===== config.mk =====
export PLATFORM = sky130hd
export DESIGN_NAME = sw_debounce
export DESIGN_NICKNAME = d
export VERILOG_FILES = /design/src/rtl/sw_debounce.sv
export SDC_FILE = /design/constraint.sdc
export NUM_CORES = 1
export LEC_CHECK = 0
export ABC_AREA = 1
export BUFFER_PORTS_ARGS = -buffer_cell sky130_fd_sc_hd__clkbuf_2
export CAP_MARGIN = 10
export CELL_PAD_IN_SITES_DETAIL_PLACEMENT = 1
export CELL_PAD_IN_SITES_GLOBAL_PLACEMENT = 1
export CORE_UTILIZATION = 39
export DETAILED_ROUTE_END_ITERATION = 16
export PLACE_DENSITY_LB_ADDON = 0.05
export SYNTH_ARGS = -nofsm -noshare
export SYNTH_HDL_FRONTEND = slang
export SYNTH_SLANG_ARGS = --single-unit

===== constraint.sdc =====
create_clock -name clk -period 1.43 [get_ports clk]
set_input_delay 0.3575 -clock clk [delete_from_list [all_inputs] [get_ports clk]]
set_output_delay 0.3575 -clock clk [all_outputs]
set_load 0.02 [all_outputs]

===== src/rtl/sw_debounce.sv =====
// -----------------------------------------------------------------------------
// sw_debounce
//  Input conditioner for board slide switches / keys. Each raw pad level is
//  brought into the clk domain through a two-flop synchroniser, then filtered
//  by a per-channel two-state debounce FSM. A change is accepted only after
//  DEB_CYCLES consecutive synchronised samples disagree with the current clean
//  level. Any agreeing sample cancels the pending change.
//
//  Optional feature: define SW_EVENT_LATCH_EN to add per-channel sticky
//  "changed since last clear" flags (sw_evt) with a per-bit clear (evt_clr).
//  When the macro is undefined, those ports and registers do not exist.
//
// Parameters
//  N_SW        number of independent switch channels
//  DEB_CYCLES  stable samples required to accept a change (>= 1)
//  CNT_W       counter width, 2**CNT_W > DEB_CYCLES-1
//
// Ports
//  clk      in   system clock
//  rst_n    in   synchronous reset, active-low
//  sw       in   raw asynchronous switch levels [N_SW]
//  sw_db    out  debounced levels [N_SW]
//  sw_rise  out  one-cycle pulse when a sw_db bit goes 0->1 [N_SW]
//  sw_fall  out  one-cycle pulse when a sw_db bit goes 1->0 [N_SW]
//  sw_any   out  one-cycle pulse, OR of all rise/fall pulses
//  evt_clr  in   per-bit sticky flag clear   (SW_EVENT_LATCH_EN only)
//  sw_evt   out  per-bit sticky event flags  (SW_EVENT_LATCH_EN only)
// -----------------------------------------------------------------------------
module sw_debounce #(
  parameter int N_SW       = 2,
  parameter int DEB_CYCLES = 1000000,
  parameter int CNT_W      = 20
) (
  input  logic            clk,
  input  logic            rst_n,
  input  logic [N_SW-1:0] sw,
  output logic [N_SW-1:0] sw_db,
  output logic [N_SW-1:0] sw_rise,
  output logic [N_SW-1:0] sw_fall,
  output logic            sw_any
`ifdef SW_EVENT_LATCH_EN
  ,
  input  logic [N_SW-1:0] evt_clr,
  output logic [N_SW-1:0] sw_evt
`endif
);

  localparam logic [0:0] ST_STABLE  = 1'b0;
  localparam logic [0:0] ST_PENDING = 1'b1;

  localparam logic [CNT_W-1:0] CNT_LAST = CNT_W'(DEB_CYCLES - 1);
  localparam logic [CNT_W-1:0] CNT_ONE  = CNT_W'(1);

  logic [N_SW-1:0]  sync_p0;
  logic [N_SW-1:0]  sync_p1;
  logic [N_SW-1:0]  state_q;
  logic [CNT_W-1:0] cnt_q [N_SW];

  logic [N_SW-1:0]  state_d;
  logic [CNT_W-1:0] cnt_d [N_SW];
  logic [N_SW-1:0]  db_d;
  logic [N_SW-1:0]  rise_d;
  logic [N_SW-1:0]  fall_d;

  // ---- stage p0/p1: two-flop synchroniser, only sync_p1 reaches the filter ----
  always_ff @(posedge clk) begin
    if (!rst_n) begin
      sync_p0 <= '0;
      sync_p1 <= '0;
    end else begin
      sync_p0 <= sw;
      sync_p1 <= sync_p0;
    end
  end

  // ---- debounce next-state: one independent FSM per channel ----
  always_comb begin
    state_d = state_q;
    db_d    = sw_db;
    rise_d  = '0;
    fall_d  = '0;
    for (int i = 0; i < N_SW; i++) begin
      cnt_d[i] = cnt_q[i];
      case (state_q[i])
        ST_STABLE: begin
          cnt_d[i] = '0;
          if (sync_p1[i] != sw_db[i]) begin
            if (DEB_CYCLES == 1) begin
              // A single disagreeing sample is already enough.
              db_d[i]   = sync_p1[i];
              rise_d[i] = sync_p1[i];
              fall_d[i] = ~sync_p1[i];
            end else begin
              state_d[i] = ST_PENDING;
              cnt_d[i]   = CNT_ONE;
            end
          end
        end
        default: begin
          if (sync_p1[i] == sw_db[i]) begin
            // Glitch: input went back before the window filled.
            state_d[i] = ST_STABLE;
            cnt_d[i]   = '0;
          end else if (cnt_q[i] == CNT_LAST) begin
            state_d[i] = ST_STABLE;
            cnt_d[i]   = '0;
            db_d[i]    = sync_p1[i];
            rise_d[i]  = sync_p1[i];
            fall_d[i]  = ~sync_p1[i];
          end else begin
            cnt_d[i] = cnt_q[i] + CNT_ONE;
          end
        end
      endcase
    end
  end

  // ---- stage p2: filter state, clean level and edge pulses ----
  always_ff @(posedge clk) begin
    if (!rst_n) begin
      state_q <= '0;
      sw_db   <= '0;
      sw_rise <= '0;
      sw_fall <= '0;
      sw_any  <= 1'b0;
      for (int i = 0; i < N_SW; i++) begin
        cnt_q[i] <= '0;
      end
    end else begin
      state_q <= state_d;
      sw_db   <= db_d;
      sw_rise <= rise_d;
      sw_fall <= fall_d;
      // sw_any comes from the same next-state terms so it lines up with the pulses.
      sw_any  <= |(rise_d | fall_d);
      for (int i = 0; i < N_SW; i++) begin
        cnt_q[i] <= cnt_d[i];
      end
    end
  end

`ifdef SW_EVENT_LATCH_EN
  // ---- stage p3: sticky event flags, set has priority over clear ----
  always_ff @(posedge clk) begin
    if (!rst_n) begin
      sw_evt <= '0;
    end else begin
      sw_evt <= (sw_evt & ~evt_clr) | sw_rise | sw_fall;
    end
  end
`endif

endmodule


==> qor.yml <==
syn_nets: 383
track_usage_pct: 19.6
area_growth_pct: 18.8
root_buffer: "clkbuf_8"
r2r_slack_ns: 0.07
r2r_start: "cnt_q[0][9]"
synth.most_common_cell: "nand2_1"
yosys.area.top_type: "dfxtp_1"
syn_avg_cell_area_um2: 6.73
report.final.slew_viol_count: 0
num-nets-final: 415
routedWlPerCell_um: 12.8
r2r-end: "cnt_q[0][9]"
grt_pass1_wl_um: 9980
numCtsBuffers: 5
die_area_um2: 6840
timing_hold_violations_final: 0
clockBufferDepth: 2
num_vias: 2313
synthFlopType: "dfxtp_1"
yosysWarnings: 0
die_h_um: 82.7
drive_gt1_share_pct: 18.8
crit_required_ns: 1.63
cp-endpoint: "cnt_q[0][9]"
synth-edff-count: 0
initial_core_util_pct: 40.2
status: "finished clean"
crit_arrival_ns: 1.56
cts.htree.levels: 2
insertion_delay_ns: 0.30
worst_slew_pin_slew_ns: 0.238
leakage_nw: 1.06
grt_overflow_total: 0
io_buffer_count: 10
post-route-period-util_pct: 95.1
clock_sinks: 53
setup_viol_count_final: 0
antenna_left: 0
via_per_inst: 4.75
max-vdd-ir-drop_mv: 0.512
die_width_um: 82.7
r2r_cells: 8
synth_commonest_cells: "nand2_1, nor2_1, dfxtp_1"
syn_inst: 377
initialDrtViolationCount: 46
startpoint: "cnt_q[0][9]"
cts_tree: "done"
n_fill_cell: 851
synth_seq_cells: 53
dp_cells: 478
core-area_um2: 6310
routed_wl_um: 6220
path_class: "flop to flop"
dr.pass1.iters: 4
rows: 29
grt_pass1_vias: 2252
syn_area_um2: 2540
fin_worst_skew_ns: 0.0114
fmax_ghz: 0.735
path_clk_slew_ns: 0.10
antenna_found_initial: 0
gp_congestion: 0.794
pin_count: 11
hold_path.class: "primary input to flop"
ys_async_sr_fraction_pct: 0
p_per_area_nw_per_um2: 845
dp_hpwl_um: 4940
synthDistinctLibCells: 25
period_minus_slack_ns: 1.36
cp-end-kind: "flop"
ys_seq_area_share_pct: 41.8
crit_path_start_kind: "flop"
synth_area_leaders: "dfxtp_1, nand2_1, nor2_1, inv_1, nand3_1"
cap_viol_max_count: 0
rsz0062_at_grt: "true"
antenna_cells: 0
drc_errors: 0
slew_headroom_pct: 84.1
critical_path.max_fanout: 10
synth_top_area_share_pct: 41.8
holdWs_ns: 0.230
final_cells: 487
grt_max_degree: 17
layer usage:
metal / routed length (um) / track usage (%)
met2: 3180 / 37.0
met5: 0 / 0
met1: 2790 / 21.9
met3: 74 / 3.30
met4: 174 / 6.90
worst min path at each step:
stage,from,endpoint,slack (ns),cells past startpoint
2_1_floorplan,sync_p0[0],sync_p1[0],0.39,2
3_3_place_gp,sync_p0[1],sync_p1[1],0.40,2
3_5_place_dp,sync_p0[0],sync_p1[0],0.40,2
4_1_cts,sw[1],sync_p0[1],0.22,3
5_1_grt,sw[0],sync_p0[0],0.24,3
6_report,sw[1],sync_p0[1],0.23,3
registers in the layout, summed over array words and instances (netlist names):
register / count
cnt_q: 40
state_q: 2
sw_db: 2
sw_fall: 2
sw_rise: 2
sync_p0: 2
sync_p1: 2
sw_any: 1
cells in the final DEF (no fill, tap or decap):
cell	instances
nand3b_1	2
nor2_2	11
clkinv_4	1
nand3_4	1
nand3_1	27
a21oi_1	12
a21boi_1	1
buf_4	17
ha_4	1
o21ai_0	3
xor2_1	12
clkbuf_2	10
inv_1	40
clkbuf_1	1
nand2_1	102
nor2_4	4
nor3_2	1
xnor2_1	7
dfxtp_2	12
o21bai_1	1
clkbuf_8	5
buf_6	3
bufinv_16	1
nor3_1	1
or2_0	2
nand4_1	5
nand2_2	2
ha_2	1
nor2_1	76
nand3_2	3
or2_2	3
inv_2	1
dfxtp_1	41
cell families after synthesis:
kind of cell / after synthesis / synth area share (%)
adders and majority gates: 2 / 0.986
DFF: 53 / 41.8
and+or+nand+nor: 240 / 39.7
buffers and inverters: 46 / 7.44
AOI/OAI and AO/OA: 17 / 3.55
xor gates and xnor gates: 19 / 6.55
critical path, cell delays in order, from the launching register on:
cell	delay (ns)
dfxtp_1	0.38
inv_1	0.09
nor2_2	0.15
nand3_1	0.09
nor2_1	0.10
nand3_1	0.10
nand2_1	0.13
buf_6	0.16
nor2_1	0.06
area by class of cell:
type	instances	area, um^2	area share (%)
clock buffer	6	72.6	2.41
clock inverter	2	38.8	1.29
inverter	41	154	5.10
multi-input combinational	278	1370	45.3
sequential	53	1080	35.7
tap	77	96.3	3.20
timing repair buffer	30	211	7.01
per-stage QoR:
step / total power, mW / TNS, ns / worst slack [ns] / instance area [um^2] / util (%)
after global placement: 1.55 / -0.263 / -0.0279 / 2790 / 44.2
final: 2.55 / 0 / 0.0703 / 3020 / 47.8
after CTS: 2.59 / 0 / 0.00197 / 2940 / 46.5
after detailed placement: 1.56 / -0.539 / -0.0523 / 2790 / 44.2
after floorplan: 1.54 / 0 / 0.0629 / 2540 / -
after global routing: 2.65 / -0.0354 / -0.0183 / 3020 / 47.8
power by group:
part / total, mW / switching [mW] / internal [mW]
clock network: 1.02 / 0.498 / 0.526
logic: 0.0329 / 0.0181 / 0.0148
registers: 1.49 / 0.00546 / 1.48
repair_timing:
action                     CTS  global route
pin swaps                    1             3
hold endpoints to repair     0             0
hold buffers                 0             0
resized for setup            4            32
buffers inserted             1             0
setup endpoints to repair   18            46
Power figures use the tool's default switching activity.
